===== src/rtl/sram_arbiter.sv =====
`default_nettype none
// ============================================================================
// sram_arbiter -- round-robin sharing of one async SRAM between an emulated
// EPROM target (reads) and a host loader (reads/writes).   Rev 1.0
// ============================================================================
module sram_arbiter #(
  parameter int ADDR_WIDTH    = 18,
  parameter int DATA_WIDTH    = 8,
  parameter int ACCESS_CYCLES = 2
) (
  input  logic                  clk,
  input  logic                  rst_n,
  input  logic                  tgt_req,
  input  logic [ADDR_WIDTH-1:0] tgt_addr,
  output logic [DATA_WIDTH-1:0] tgt_data,
  output logic                  tgt_ack,
  input  logic                  host_req,
  input  logic                  host_we,
  input  logic [ADDR_WIDTH-1:0] host_addr,
  input  logic [DATA_WIDTH-1:0] host_wdata,
  output logic [DATA_WIDTH-1:0] host_rdata,
  output logic                  host_ack,
  output logic [ADDR_WIDTH-1:0] sram_addr,
  output logic [DATA_WIDTH-1:0] sram_dq_o,
  output logic                  sram_dq_oe,
  input  logic [DATA_WIDTH-1:0] sram_dq_i,
  output logic                  sram_ce_n,
  output logic                  sram_oe_n,
  output logic                  sram_we_n,
  output logic                  busy
);

  typedef enum logic [2:0] {
    IDLE     = 3'd0,
    RD       = 3'd1,
    WR_SETUP = 3'd2,
    WR       = 3'd3,
    WR_HOLD  = 3'd4,
    ACK      = 3'd5
  } state_t;

  localparam logic [3:0] C_CNT_LAST = 4'(ACCESS_CYCLES - 1);

  state_t     r_state, w_state_next;
  logic [3:0] r_cnt;
  logic       r_last_host, r_win_host;
  logic       w_grant, w_grant_host, w_cnt_done;
  logic       w_ce_n, w_oe_n, w_we_n, w_dq_oe;

  assign w_cnt_done   = (r_cnt == C_CNT_LAST);
  // With both pending, the side not served last time wins.
  assign w_grant_host = host_req && (!tgt_req || !r_last_host);
  assign busy         = (r_state != IDLE);

  always_ff @(posedge clk or negedge rst_n) begin
    if (!rst_n) r_state <= IDLE;
    else        r_state <= w_state_next;
  end

  always_comb begin
    w_state_next = r_state;
    w_grant      = 1'b0;
    case (r_state)
      IDLE: begin
        if (tgt_req || host_req) begin
          w_grant      = 1'b1;
          w_state_next = (w_grant_host && host_we) ? WR_SETUP : RD;
        end
      end
      RD:       if (w_cnt_done) w_state_next = ACK;
      WR_SETUP: w_state_next = WR;
      WR:       if (w_cnt_done) w_state_next = WR_HOLD;
      WR_HOLD:  w_state_next = ACK;
      ACK:      w_state_next = IDLE;
      default:  w_state_next = IDLE;
    endcase

    // Strobes are decoded from the next state so the registered pins line up
    // with the state they belong to.
    w_ce_n  = 1'b1;
    w_oe_n  = 1'b1;
    w_we_n  = 1'b1;
    w_dq_oe = 1'b0;
    case (w_state_next)
      RD:       begin w_ce_n = 1'b0; w_oe_n = 1'b0; end
      WR_SETUP: begin w_ce_n = 1'b0; w_dq_oe = 1'b1; end
      WR:       begin w_ce_n = 1'b0; w_dq_oe = 1'b1; w_we_n = 1'b0; end
      WR_HOLD:  begin w_ce_n = 1'b0; w_dq_oe = 1'b1; end
      default:  ;
    endcase
  end

  always_ff @(posedge clk or negedge rst_n) begin
    if (!rst_n) begin
      r_cnt       <= '0;
      r_last_host <= 1'b1;
      r_win_host  <= 1'b0;
      sram_ce_n   <= 1'b1;
      sram_oe_n   <= 1'b1;
      sram_we_n   <= 1'b1;
      sram_dq_oe  <= 1'b0;
      sram_addr   <= '0;
      sram_dq_o   <= '0;
      tgt_data    <= '0;
      host_rdata  <= '0;
      tgt_ack     <= 1'b0;
      host_ack    <= 1'b0;
    end else begin
      sram_ce_n  <= w_ce_n;
      sram_oe_n  <= w_oe_n;
      sram_we_n  <= w_we_n;
      sram_dq_oe <= w_dq_oe;
      tgt_ack    <= (w_state_next == ACK) && !r_win_host;
      host_ack   <= (w_state_next == ACK) &&  r_win_host;

      if (w_state_next != r_state)
        r_cnt <= '0;
      else if ((r_state == RD || r_state == WR) && !w_cnt_done)
        r_cnt <= r_cnt + 4'd1;

      if (w_grant) begin
        r_win_host  <= w_grant_host;
        r_last_host <= w_grant_host;
        sram_addr   <= w_grant_host ? host_addr : tgt_addr;
        if (w_grant_host && host_we)
          sram_dq_o <= host_wdata;
      end

      if (r_state == RD && w_cnt_done) begin
        if (r_win_host) host_rdata <= sram_dq_i;
        else            tgt_data   <= sram_dq_i;
      end
    end
  end

endmodule
`default_nettype wire


===== config.mk =====
export PLATFORM = sky130hd
export DESIGN_NAME = sram_arbiter
export DESIGN_NICKNAME = d
export VERILOG_FILES = /design/src/rtl/sram_arbiter.sv
export SDC_FILE = /design/constraint.sdc
export NUM_CORES = 1
export LEC_CHECK = 0
export CAP_MARGIN = 0
export CORE_MARGIN = 4
export CORE_UTILIZATION = 41
export CTS_CLUSTER_DIAMETER = 50
export DETAILED_ROUTE_END_ITERATION = 8
export PLACE_DENSITY = 0.78
export SKIP_CTS_REPAIR_TIMING = 1
export SLEW_MARGIN = 40
export SYNTH_ARGS = -nofsm -noshare
export SYNTH_HDL_FRONTEND = slang
export SYNTH_SLANG_ARGS = --single-unit

===== constraint.sdc =====
create_clock -name clk -period 1.85 [get_ports clk]
set_input_delay 0.555 -clock clk [delete_from_list [all_inputs] [get_ports clk]]
set_output_delay 0.555 -clock clk [all_outputs]
set_load 0.005 [all_outputs]

# [Word level (Yosys, flattened, before mapping)]
# Index checks and enable logic that the tools add are counted.
# W data, S select, Z words.
[totals] reg_bits=57 inputBits=57 output_inout_bits=49 wordCells=62
[classes] n_addsub=1 eq_ne=11 mux=14 n_bitwise=1 reduce_logical=21
[ops] operator="$mux W18" n=1
[ops] operator="$pmux W3 S5" n=1
[ops] operator="$eq A3 B2 Y1 const B" n=4
[ops] operator="$eq A3 B3 Y1 const B" n=3
[ops] operator="$mux W3" n=3
[ops] operator="$mux W4" n=2
[ops] operator="$eq A3 B1 Y1 const B" n=2
[ops] operator="$logic_and A1 B1 Y1" n=6
[ops] operator="$mux W1" n=6
[ops] operator="$reduce_and A2 Y1" n=3
[ops] operator="$add A4 B1 Y4 const B" n=1
[ops] operator="$eq A4 B1 Y1 const B" n=1
[ops] operator="$logic_not A1 Y1" n=4
[ops] operator="$reduce_or A4 Y1" n=1
[ops] operator="$logic_not A3 Y1" n=1
[ops] operator="$logic_or A1 B1 Y1" n=3
[ops] operator="$ne A3 B3 Y1" n=1
[ops] operator="$reduce_bool A3 Y1" n=1
[ops] operator="$reduce_or A3 Y1" n=1
[ops] operator="$mux W2" n=1
[ops] operator="$reduce_bool A2 Y1" n=1
[ops] operator="$not A1 Y1" n=1

# [Logic depth before layout (Yosys ltp)]
# Gate-level depths: netlist (run 1).
[depth] word_depth=10 mapped_depth=7 ltp_nobuf=6

# [Worst setup path after synthesis (run 1)]
# Ideal clock, no wire load.
[synth_path] path_type="flip-flop to flip-flop" start="register r_cnt[1]" end="register tgt_data[0]" setup_time_ns=0.125 arrival_time_ns=1.551 required_ns=1.725 slack_ns=0.174 stages_incl_launch_ff=7 path_buffers=1 synth_period_minus_slack_ns=1.676 cell_sequence="dfrtp_1 inv_1 ha_1 nand4bb_1 buf_2 nor4_4 mux2_2"
[synth_via] elab_chain_len=3
[synth_lines] element="start: declaration" line_no="45" source="logic [3:0] r_cnt;"
[synth_lines] element="start signal: assignment" line_no="119" source="r_cnt <= r_cnt + 4'd1;"
[synth_lines] element="$eq A4 B1 Y1" line_no="50" source="assign w_cnt_done = (r_cnt == C_CNT_LAST);"
[synth_lines] element="$logic_and A1 B1 Y1" line_no="129" source="if (r_state == RD && w_cnt_done) begin"
[synth_lines] element="$reduce_and A2 Y1 (no line)"
[synth_lines] element="end signal: assignment" line_no="131" source="else tgt_data <= sram_dq_i;"
[synth_lines] element="end: declaration" line_no="15" source="output logic [DATA_WIDTH-1:0] tgt_data,"
# Every way passes these cells.
# A chain may end at the register's enable or synchronous reset.

# [Worst setup path in the final report (run 1)]
[layout_path] start="register sram_addr[16]" end="output port sram_addr[16]"
[layout_rtl] element="start: declaration" line_no="23" source="output logic [ADDR_WIDTH-1:0] sram_addr,"
[layout_rtl] element="start signal: assignment" line_no="124" source="sram_addr <= w_grant_host ? host_addr : tgt_addr;"
# No word-level cell between the ends.

==> out/qor.yml, run 1 <==
critical_path:
  arrival_ns: 1.21
  crit_path_start_kind: "flop"
  rr_worst_depth: 5
  path_delay_family: "buffers and inverters"
  crit_end: "sram_addr[16]"
  worstSetupPathDepth: 1
  startpoint: "sram_addr[16]"
  path_cells: "clkdlybuf4s50_1"
  worstPathMaxFanout: 2
  crit_slowest_cell: "clkdlybuf4s50_1"
  cp_data_required_time_ns: 1.29
  cp_slowest_stage_delay_ns: 0.52
  critPathKind: "flop to output pin"
  cp_num_buf_inv: 1
  rr_endpoint: "host_rdata[3]"
  rrSetupSlack_ns: 0.14
  rr_startpoint: "r_cnt[0]"
  worst_setup_path_end_kind: "output pin"
logic_synthesis:
  synth.most_common_cell: "dfrtp_1"
  synth-main-ff-cell: "dfrtp_1"
  seq_area_frac_synth: 0.583
  synth-edff-count: 0
  syn_inst: 200
  netlist_area_um2: 2460
  synth_top_area_cell: "dfrtp_1"
  async_reset_ff_frac: 1.00
  synth_area_leaders: "dfrtp_1 54%, mux2_2 11%, mux2i_1 7.3%"
  avgSynthCellArea_um2: 12.3
  synth_top_area_frac: 0.540
  ys_types: 35
  syn-num-nets: 259
  yosys-top-cells-count: "53 x dfrtp_1, 28 x nand2_1, 25 x mux2_2"
  synth_seq_cells: 57
  yosys_warnings: 0
clock_tree:
  cts_htree_levels: 3
  cts.reportedPaths.clkPinSlew_ns: 0.06
  clk_root_buffer_cell: "clkbuf_8"
  clockBufferDepth: 2
  numCtsBuffers: 9
  cts_sinks: 57
  cts_tree: "done"
  clk_latency_ns: 0.33
finish:
  nNetsFinal: 383
  finish.utilization: 0.712
  area_growth_pct: 63.6
  stdcell_area_um2: 4020
  n_antenna_cell: 0
  drive_above_1_share: 0.222
  fillers: 416
grt:
  grt_pass1_vias: 2029
  grt_pass1_wl_mm: 9.42
  grt_overflow: 0
  grt_max_degree: 39
  antenna_found_initial: 0
  grt_usage: 0.166
place:
  io_buffers: 105
  placedInstanceArea_um2: 3710
  hpwl_mm: 4.42
  post-place-ws_ns: -0.208
  gp_congestion: 0.746
drt:
  detail_route.first_pass.iterations: 4
  vias: 1945
  wl_per_cell_um: 14.5
  antenna_left: 0
  vias_per_cell: 4.85
  drt-initial-drc-count: 101
  drt_wl_total_mm: 5.83
  drc: 0
timing:
  fin_tns_setup_ns: 0
  clock.fmax_ghz: 0.566
  final-hold-violation-count: 0
  tightestPinTransition_ns: 0.289
  rsz0062_at_grt: "no"
  period_minus_slack_ns: 1.77
  slew_violations: 0
  fin_ws_ns: 0.0826
  relSlewSlack: 0.807
  clock_skew_ns: 0.00620
  finalSetupViolCount: 0
  final.period_utilization: 0.955
floorplanning:
  core_um2: 5640
  initial_core_util: 0.435
  die_x_um: 85.4
  die_area_um2: 7290
  die_y_um: 85.4
  ioPinCount: 106
  num_rows: 27
worst_hold_path:
  hold_class: "input pin to asynchronous set/reset pin"
status:
  status: "finished clean"
power:
  p_leak_nw: 1.75
  ir_worst_vdd_v: 0.000713
  power_per_cell_area_nw_per_um2: 1600
job:
  cap_violations: 0
==> registers in the layout, summed over array words and instances, names as in the netlist, 3 cells and up <==
name and count:
host_rdata 8, r_cnt 4, r_state 3, sram_addr 18, sram_dq_o 8, tgt_data 8
==> power breakdown <==
group	internal [mW]	switching (mW)	total, mW
registers	1.86	0.331	2.19
logic	1.68	0.988	2.66
clock network	1.10	0.482	1.58
==> layout make-up <==
| cell class | count | area, um2 | share of cell area |
|---|---|---|---|
| flip-flops and latches | 57 | 1430 | 0.357 |
| multi-input cells | 129 | 962 | 0.239 |
| clock buffers | 11 | 151 | 0.0377 |
| well taps | 72 | 90.1 | 0.0224 |
| clock inverters | 5 | 125 | 0.0311 |
| inverters | 4 | 15.0 | 0.00374 |
| repair buffers | 123 | 1240 | 0.309 |
==> worst min-delay path by stage <==
| stage | start | endpoint | slack [ns] | depth (start not counted) |
|---|---|---|---|---|
| after floorplan | rst_n | host_ack | 0.26 | 0 |
| after global placement | rst_n | r_cnt[3] | 0.39 | 1 |
| after detailed placement | rst_n | r_cnt[3] | 0.39 | 1 |
| after CTS | rst_n | r_cnt[2] | 0.04 | 1 |
| after global routing | rst_n | r_cnt[1] | 0.04 | 1 |
| final | rst_n | r_cnt[2] | 0.05 | 1 |
==> per-stage QoR <==
| step | total power, mW | cells | hold slack, ns |
|---|---|---|---|
| after floorplan | 3.29 | 200 | 0.259 |
| after global placement | 4.81 | 383 | 0.393 |
| after detailed placement | 4.87 | 383 | 0.393 |
| after CTS | 6.49 | 399 | 0.0421 |
| after global routing | 6.84 | 401 | 0.0437 |
| final | 6.44 | 401 | 0.0522 |
==> cell usage in the layout (no fill, tap or decap), types with 2 or more instances in the layout <==
cell type	Yosys	layout
bufinv_16	0	4
dfrtp_1	53	52
clkbuf_8	0	11
o21ai_0	23	23
ha_1	2	2
clkdlybuf4s50_1	0	100
dlymetal6s2s_1	0	4
a211o_1	2	2
mux2_2	25	25
buf_12	0	4
mux2i_1	18	18
buf_4	3	14
inv_1	4	3
nand3_1	2	2
nor3_1	2	2
nand2_1	28	27
nor2_1	5	5
a21oi_1	3	3
dfstp_2	4	4
==> metal layers <==
| metal | GRT usage | wire (um) | vias to the layer above |
|---|---|---|---|
| met3 | 0.0534 | 487 | 10 |
| met2 | 0.284 | 2900 | 80 |
| li1 | - | - | 957 |
| met5 | 0 | 0 | - |
| met4 | 0.0777 | 104 | 0 |
| met1 | 0.187 | 2340 | 898 |
==> cells by family after synthesis <==
kind of cell / count (synthesis) / synth area share
flops: 57 / 0.583
simple gates: 47 / 0.0999
mux: 43 / 0.188
compound gates: 36 / 0.0876
buf+inv: 14 / 0.0280
fa+ha+maj: 2 / 0.0102
xor+xnor: 1 / 0.00357
No activity file was read; power rests on OpenSTA's default activity.
==> run 2: changes to the inputs <==
==> constraint.sdc (replaced) <==
create_clock -name clk -period 1.85 [get_ports clk]
set_input_delay 0.2775 -clock clk [delete_from_list [all_inputs] [get_ports clk]]
set_output_delay 0.2775 -clock clk [all_outputs]
set_load 0.005 [all_outputs]
==> run 2 against run 1 <==
Power down 7.2%. Cell count fell by 0.50%. Worst hold slack gained 0.43 ns. Clock power down 29%. Core utilization is 1.8 points lower. First-iteration DRC count down 24%. Critical path depth up 5. Setup slack better by 0.049 ns. Routed wire length is 2.5% lower. Highest routed layer unchanged. Largest cell class unchanged.
==> out/qor.yml, run 2 (same netlist as run 1, synthesis figures left out) <==
status:
  status: "finished clean"
power:
  p_clk_frac: 0.188  # -0.058
  swShare: 0.298  # +0.0179
  internal-power_mw: 4.20  # -9.5%
  seq_power_share: 0.371  # +0.031
  p_leak_nw: 1.68  # -4.0%
  p_sw_mw: 1.78  # -1.3%
  ir_worst_vdd_v: 0.000808  # +13%
  power_per_cell_area_nw_per_um2: 1530  # -4.8%
  p_comb_frac: 0.442  # +0.028
critical_path:
  rr_worst_depth: 6  # +1
  rr_endpoint: "tgt_data[4]"
  critPathKind: "flop to flop"
  rrSetupSlack_ns: 0.13  # about the same
  crit_path_start_kind: "flop"
  arrival_ns: 1.92  # +0.71 ns
  startpoint: "r_cnt[1]"
  worst_setup_path_end_kind: "flop"
  rr_startpoint: "r_cnt[1]"
  worstPathMaxFanout: 8  # +6
  cp_data_required_time_ns: 2.05  # +0.76 ns
  crit_end: "tgt_data[4]"
timing:
  final.period_utilization: 0.929  # -0.0264
  final-hold-violation-count: 0  # unchanged
  finalSetupViolCount: 0  # unchanged
  rsz0062_at_grt: "no"
  tightestPinTransition_ns: 0.292  # +0.00319 ns
  clock.fmax_ghz: 0.582  # +2.8%
  slew_violations: 0  # unchanged
  relSlewSlack: 0.805  # -0.00210
  clock_skew_ns: 0.00670  # +0.000506 ns
  period_minus_slack_ns: 1.72  # -0.0489 ns
grt:
  grt_pass1_vias: 1970  # -2.9%
  grt_overflow: 0  # unchanged
  antenna_found_initial: 0  # unchanged
  grt_usage: 0.166  # +0.000306
  grt_pass1_wl_mm: 9.47  # +0.51%
  grt_max_degree: 58  # +49%
clock_tree:
  clk_latency_ns: 0.32  # about the same
  clk_root_buffer_cell: "clkbuf_8"
  cts_htree_levels: 3  # unchanged
  numCtsBuffers: 9  # unchanged
  cts.reportedPaths.clkPinSlew_ns: 0.06  # about the same
  clockBufferDepth: 2  # unchanged
  cts_sinks: 57  # unchanged
  cts_tree: "done"
drt:
  vias_per_cell: 4.82  # -0.53%
  drt_wl_total_mm: 5.68  # -2.5%
  wl_per_cell_um: 14.2  # -2.0%
  vias: 1925  # -1.0%
  antenna_left: 0  # unchanged
  drt-initial-drc-count: 77  # -24%
  drc: 0  # unchanged
  detail_route.first_pass.iterations: 4  # unchanged
floorplanning:
  die_x_um: 85.4  # unchanged
  die_y_um: 85.4  # unchanged
  die_area_um2: 7290  # unchanged
  num_rows: 27  # unchanged
  core_um2: 5640  # unchanged
  ioPinCount: 106  # unchanged
  initial_core_util: 0.435  # unchanged
finish:
  fillers: 430  # +3.4%
  multi_input_area_um2: 962  # unchanged
  largest_reg_flops: 18  # unchanged
  drive_above_1_share: 0.217  # -0.00476
  stdcell_area_um2: 3920  # -2.5%
  finish.utilization: 0.695  # -0.0175
  n_antenna_cell: 0  # unchanged
  final_cell_mix: "103 x clkdlybuf4s50_1, 50 x dfrtp_1, 27 x nand2_1"
  largest-register: "sram_addr"
  layout_commonest_cell: "clkdlybuf4s50_1"
  area_growth_pct: 59.6
  regArea_um2: 1440  # +0.18%
  nNetsFinal: 381  # -0.52%
place:
  placedInstanceArea_um2: 3670  # -1.2%
  gp_congestion: 0.787  # +5.5%
  io_buffers: 105  # unchanged
  hpwl_mm: 4.33  # -2.0%
worst_hold_path:
  hold_class: "input pin to asynchronous set/reset pin"
job:
  cap_violations: 0  # unchanged
==> run 2: changes by cell type in the layout (fill, tap and decap cells not counted), sizes merged <==
cell,previous run,this run
buf,19,16
clkinv,1,4
clkinvlp,0,1
dlymetal6s2s,4,1
dlygate4sd3,0,1
bufinv,4,1
clkbuf,11,10
clkdlybuf4s50,100,103
==> run 2: per-stage QoR <==
| step | cells | TNS (ns) | setup WS (ns) | total power, mW | hold slack, ns |
|---|---|---|---|---|---|
| finish | 399 | 0 | 0.131 | 5.98 | 0.479 |
| global route | 399 | 0 | 0.0350 | 6.42 | 0.505 |
| CTS | 393 | -0.109 | -0.109 | 6.00 | -0.0511 |
| detailed placement | 377 | 0 | 0.0398 | 4.85 | 0.305 |
| global placement | 377 | 0 | 0.0946 | 4.76 | 0.300 |
| floorplan | 200 | 0 | 0.174 | 3.29 | -0.0181 |
==> run 2: area by class of cell <==
cell class / instances / share of cell area
sequential: 57 / 0.366
timing repair buffer: 121 / 0.312
multi-input combinational: 129 / 0.246
clock buffer: 10 / 0.0351
tap: 72 / 0.0230
clock inverter: 6 / 0.0147
inverter: 4 / 0.00383
==> run 2: critical path, cell delays in order, from the launching register on <==
cell       delay [ns]
dfrtp_1          0.40
inv_1            0.06
ha_1             0.18
nand4bb_1        0.21
nor4_4           0.25
buf_12           0.17
mux2_2           0.33
==> run 2: worst min path at each step <==
stage                     start            end
after floorplan           rst_n       host_ack
after global placement    rst_n       r_cnt[3]
after global routing      rst_n       r_cnt[1]
after CTS                 rst_n  host_rdata[2]
after detailed placement  rst_n       r_cnt[0]
final                     rst_n       r_cnt[0]
==> run 2: power by group through the flow <==
stage	Clock, mW	Combinational (mW)	Sequential [mW]
floorplan	0	1.07	2.22
global placement	0	2.53	2.23
detailed placement	0	2.61	2.24
CTS	1.15	2.62	2.23
global route	1.21	2.91	2.30
finish	1.12	2.64	2.21
==> run 2: layer usage <==
metal  up-vias  global-route usage  wire length (um)
li1        950                   -                 -
met1       893               0.193              2300
met2        73               0.271              2810
met3         9              0.0573               482
met4         0              0.0878                80
met5         -                   0                 0
==> run 3: changes to the inputs <==
- REMOVE_ABC_BUFFERS: default -> 1
==> run 3 against run 2 <==
Global-route usage is 0.10 points lower. Worst hold slack worse by 0.011 ns. Register-to-register slack worse by 0.03 ns. Non-clock buffer count is 1 higher. Sequential cell count stayed put. Combinational power is 2% higher. Power is 0.71% lower. Via count is 1.2% higher. Cell count is 0.25% higher.
==> out/qor.yml, run 3 (same netlist as run 1, synthesis figures left out) <==
critical_path:
  worstPathMaxFanout: 8  # unchanged
  arrival_ns: 1.96  # +0.04 ns
  cp_data_required_time_ns: 2.06  # about the same
  critPathKind: "flop to flop"
  path_delay_family: "simple AND/OR/NAND/NOR gates"
  crit_path_start_kind: "flop"
  cp_slowest_stage_delay_ns: 0.41  # about the same
  crit_slowest_cell: "dfrtp_1"
  cp_num_buf_inv: 1  # -1
  worst_setup_path_end_kind: "flop"
  path_cells: "ha_1, nand4bb_1, nor4_4, buf_12, mux2_2"
floorplanning:
  num_rows: 27  # unchanged
  core_um2: 5640  # unchanged
  initial_core_util: 0.435  # unchanged
  die_y_um: 85.4  # unchanged
  die_area_um2: 7290  # unchanged
  die_x_um: 85.4  # unchanged
  ioPinCount: 106  # unchanged
timing:
  finalSetupViolCount: 0  # unchanged
  whs_ns: 0.467  # -0.0111 ns
  fin_tns_setup_ns: 0  # unchanged
  final.period_utilization: 0.944  # +0.0155
  clock.fmax_ghz: 0.572  # -1.6%
  tightestPinTransition_ns: 0.365  # +0.0733 ns
  period_minus_slack_ns: 1.75  # +0.0286 ns
  final-hold-violation-count: 0  # unchanged
  relSlewSlack: 0.757  # -0.0489
  slew_violations: 0  # unchanged
  clock_skew_ns: 0.00607  # -0.000634 ns
drt:
  antenna_left: 0  # unchanged
  drc: 0  # unchanged
  vias_per_cell: 4.87  # +0.99%
  vias: 1949  # +1.2%
  drt_wl_total_mm: 5.83  # +2.6%
  wl_per_cell_um: 14.6  # +2.4%
  detail_route.first_pass.iterations: 4  # unchanged
  drt-initial-drc-count: 55  # -29%
place:
  hpwl_mm: 4.42  # +2.1%
  io_buffers: 105  # unchanged
  gp_congestion: 0.809  # +2.8%
clock_tree:
  cts_htree_levels: 3  # unchanged
  numCtsBuffers: 9  # unchanged
  cts_tree: "done"
  clk_latency_ns: 0.33  # about the same
  clockBufferDepth: 2  # unchanged
  cts_sinks: 57  # unchanged
  cts.reportedPaths.clkPinSlew_ns: 0.06  # about the same
  clk_root_buffer_cell: "clkbuf_8"
grt:
  grt_usage: 0.165  # -0.00102
  grt.met1_usage: 0.172  # -0.0210
  use_met2: 0.288  # +0.0169
  grt_overflow: 0  # unchanged
  antenna_found_initial: 0  # unchanged
  grt_max_degree: 58  # unchanged
  grt_pass1_wl_mm: 9.34  # -1.3%
  grt.busiest_layer: "met2"
  grtUsageMet3: 0.0835  # +0.0262
  grt_pass1_vias: 1978  # +0.41%
finish:
  drive_above_1_share: 0.204  # -0.0129
  fillers: 427  # -0.70%
  final_cell_mix: "103 x clkdlybuf4s50_1, 51 x dfrtp_1, 27 x nand2_1"
  layout_commonest_cell: "clkdlybuf4s50_1"
  multi_input_area_um2: 962  # unchanged
  n_antenna_cell: 0  # unchanged
  nNetsFinal: 382  # +0.26%
  area_growth_pct: 59.2
  largest-register: "sram_addr"
  largest_reg_flops: 18  # unchanged
  regArea_um2: 1430  # about the same
power:
  power_per_cell_area_nw_per_um2: 1520  # -0.49%
  ir_worst_vdd_v: 0.000694  # -14%
  p_leak_nw: 1.67  # -0.33%
job:
  cap_violations: 0  # unchanged
status:
  status: "finished clean"
worst_hold_path:
  hold_class: "input pin to asynchronous set/reset pin"
==> run 3: metal layers <==
layer	part of all wire	wire [um]
met3	0.095	553
met2	0.53	3070
met4	0.011	65
met5	0	0
met1	0.37	2140
==> run 3: stage by stage <==
step	util	instance area [um2]	setup WS, ns	power, mW	std cells
global route	0.693	3910	-0.0379	6.34	400
finish	0.693	3910	0.103	5.93	400
detailed placement	0.651	3670	0.0398	4.87	378
CTS	0.683	3850	-0.0702	5.95	394
global placement	0.651	3670	0.0649	4.77	378
floorplan	-	2400	-0.818	3.23	190
==> run 3: layout make-up <==
| cell class | instances | share of cell area |
|---|---|---|
| Tap cell | 72 | 0.0230 |
| Inverter | 4 | 0.00384 |
| Multi-Input combinational cell | 129 | 0.246 |
| Sequential cell | 57 | 0.367 |
| Clock buffer | 16 | 0.0461 |
| Timing Repair Buffer | 122 | 0.314 |
==> run 3: final timing paths <==
kind	startpoint	depth (start not counted)	end	slack, ns
min in group clk	sram_addr[15]	2	sram_addr[15]	0.48
hold reg to reg	sram_addr[15]	2	sram_addr[15]	0.48
setup reg to reg	r_cnt[0]	5	tgt_data[2]	0.10
max in group asynchronous	rst_n	3	sram_ce_n	1.09
setup / recovery	r_cnt[0]	5	tgt_data[2]	0.10
hold / removal	rst_n	3	r_cnt[0]	0.47
==> run 3: tightest hold or removal path, stage by stage <==
cell and delay (ns):
dlygate4sd3_1 0.52, buf_2 0.12, buf_12 0.27
==> run 3: report_power, final <==
group | total [mW] | internal, mW | leakage (nW) | switching, mW
combinational | 2.68 | 1.70 | 0.887 | 0.978
sequential | 2.21 | 1.86 | 0.695 | 0.353
clock | 1.04 | 0.598 | 0.0910 | 0.444
total | 5.93 | 4.16 | 1.67 | 1.77
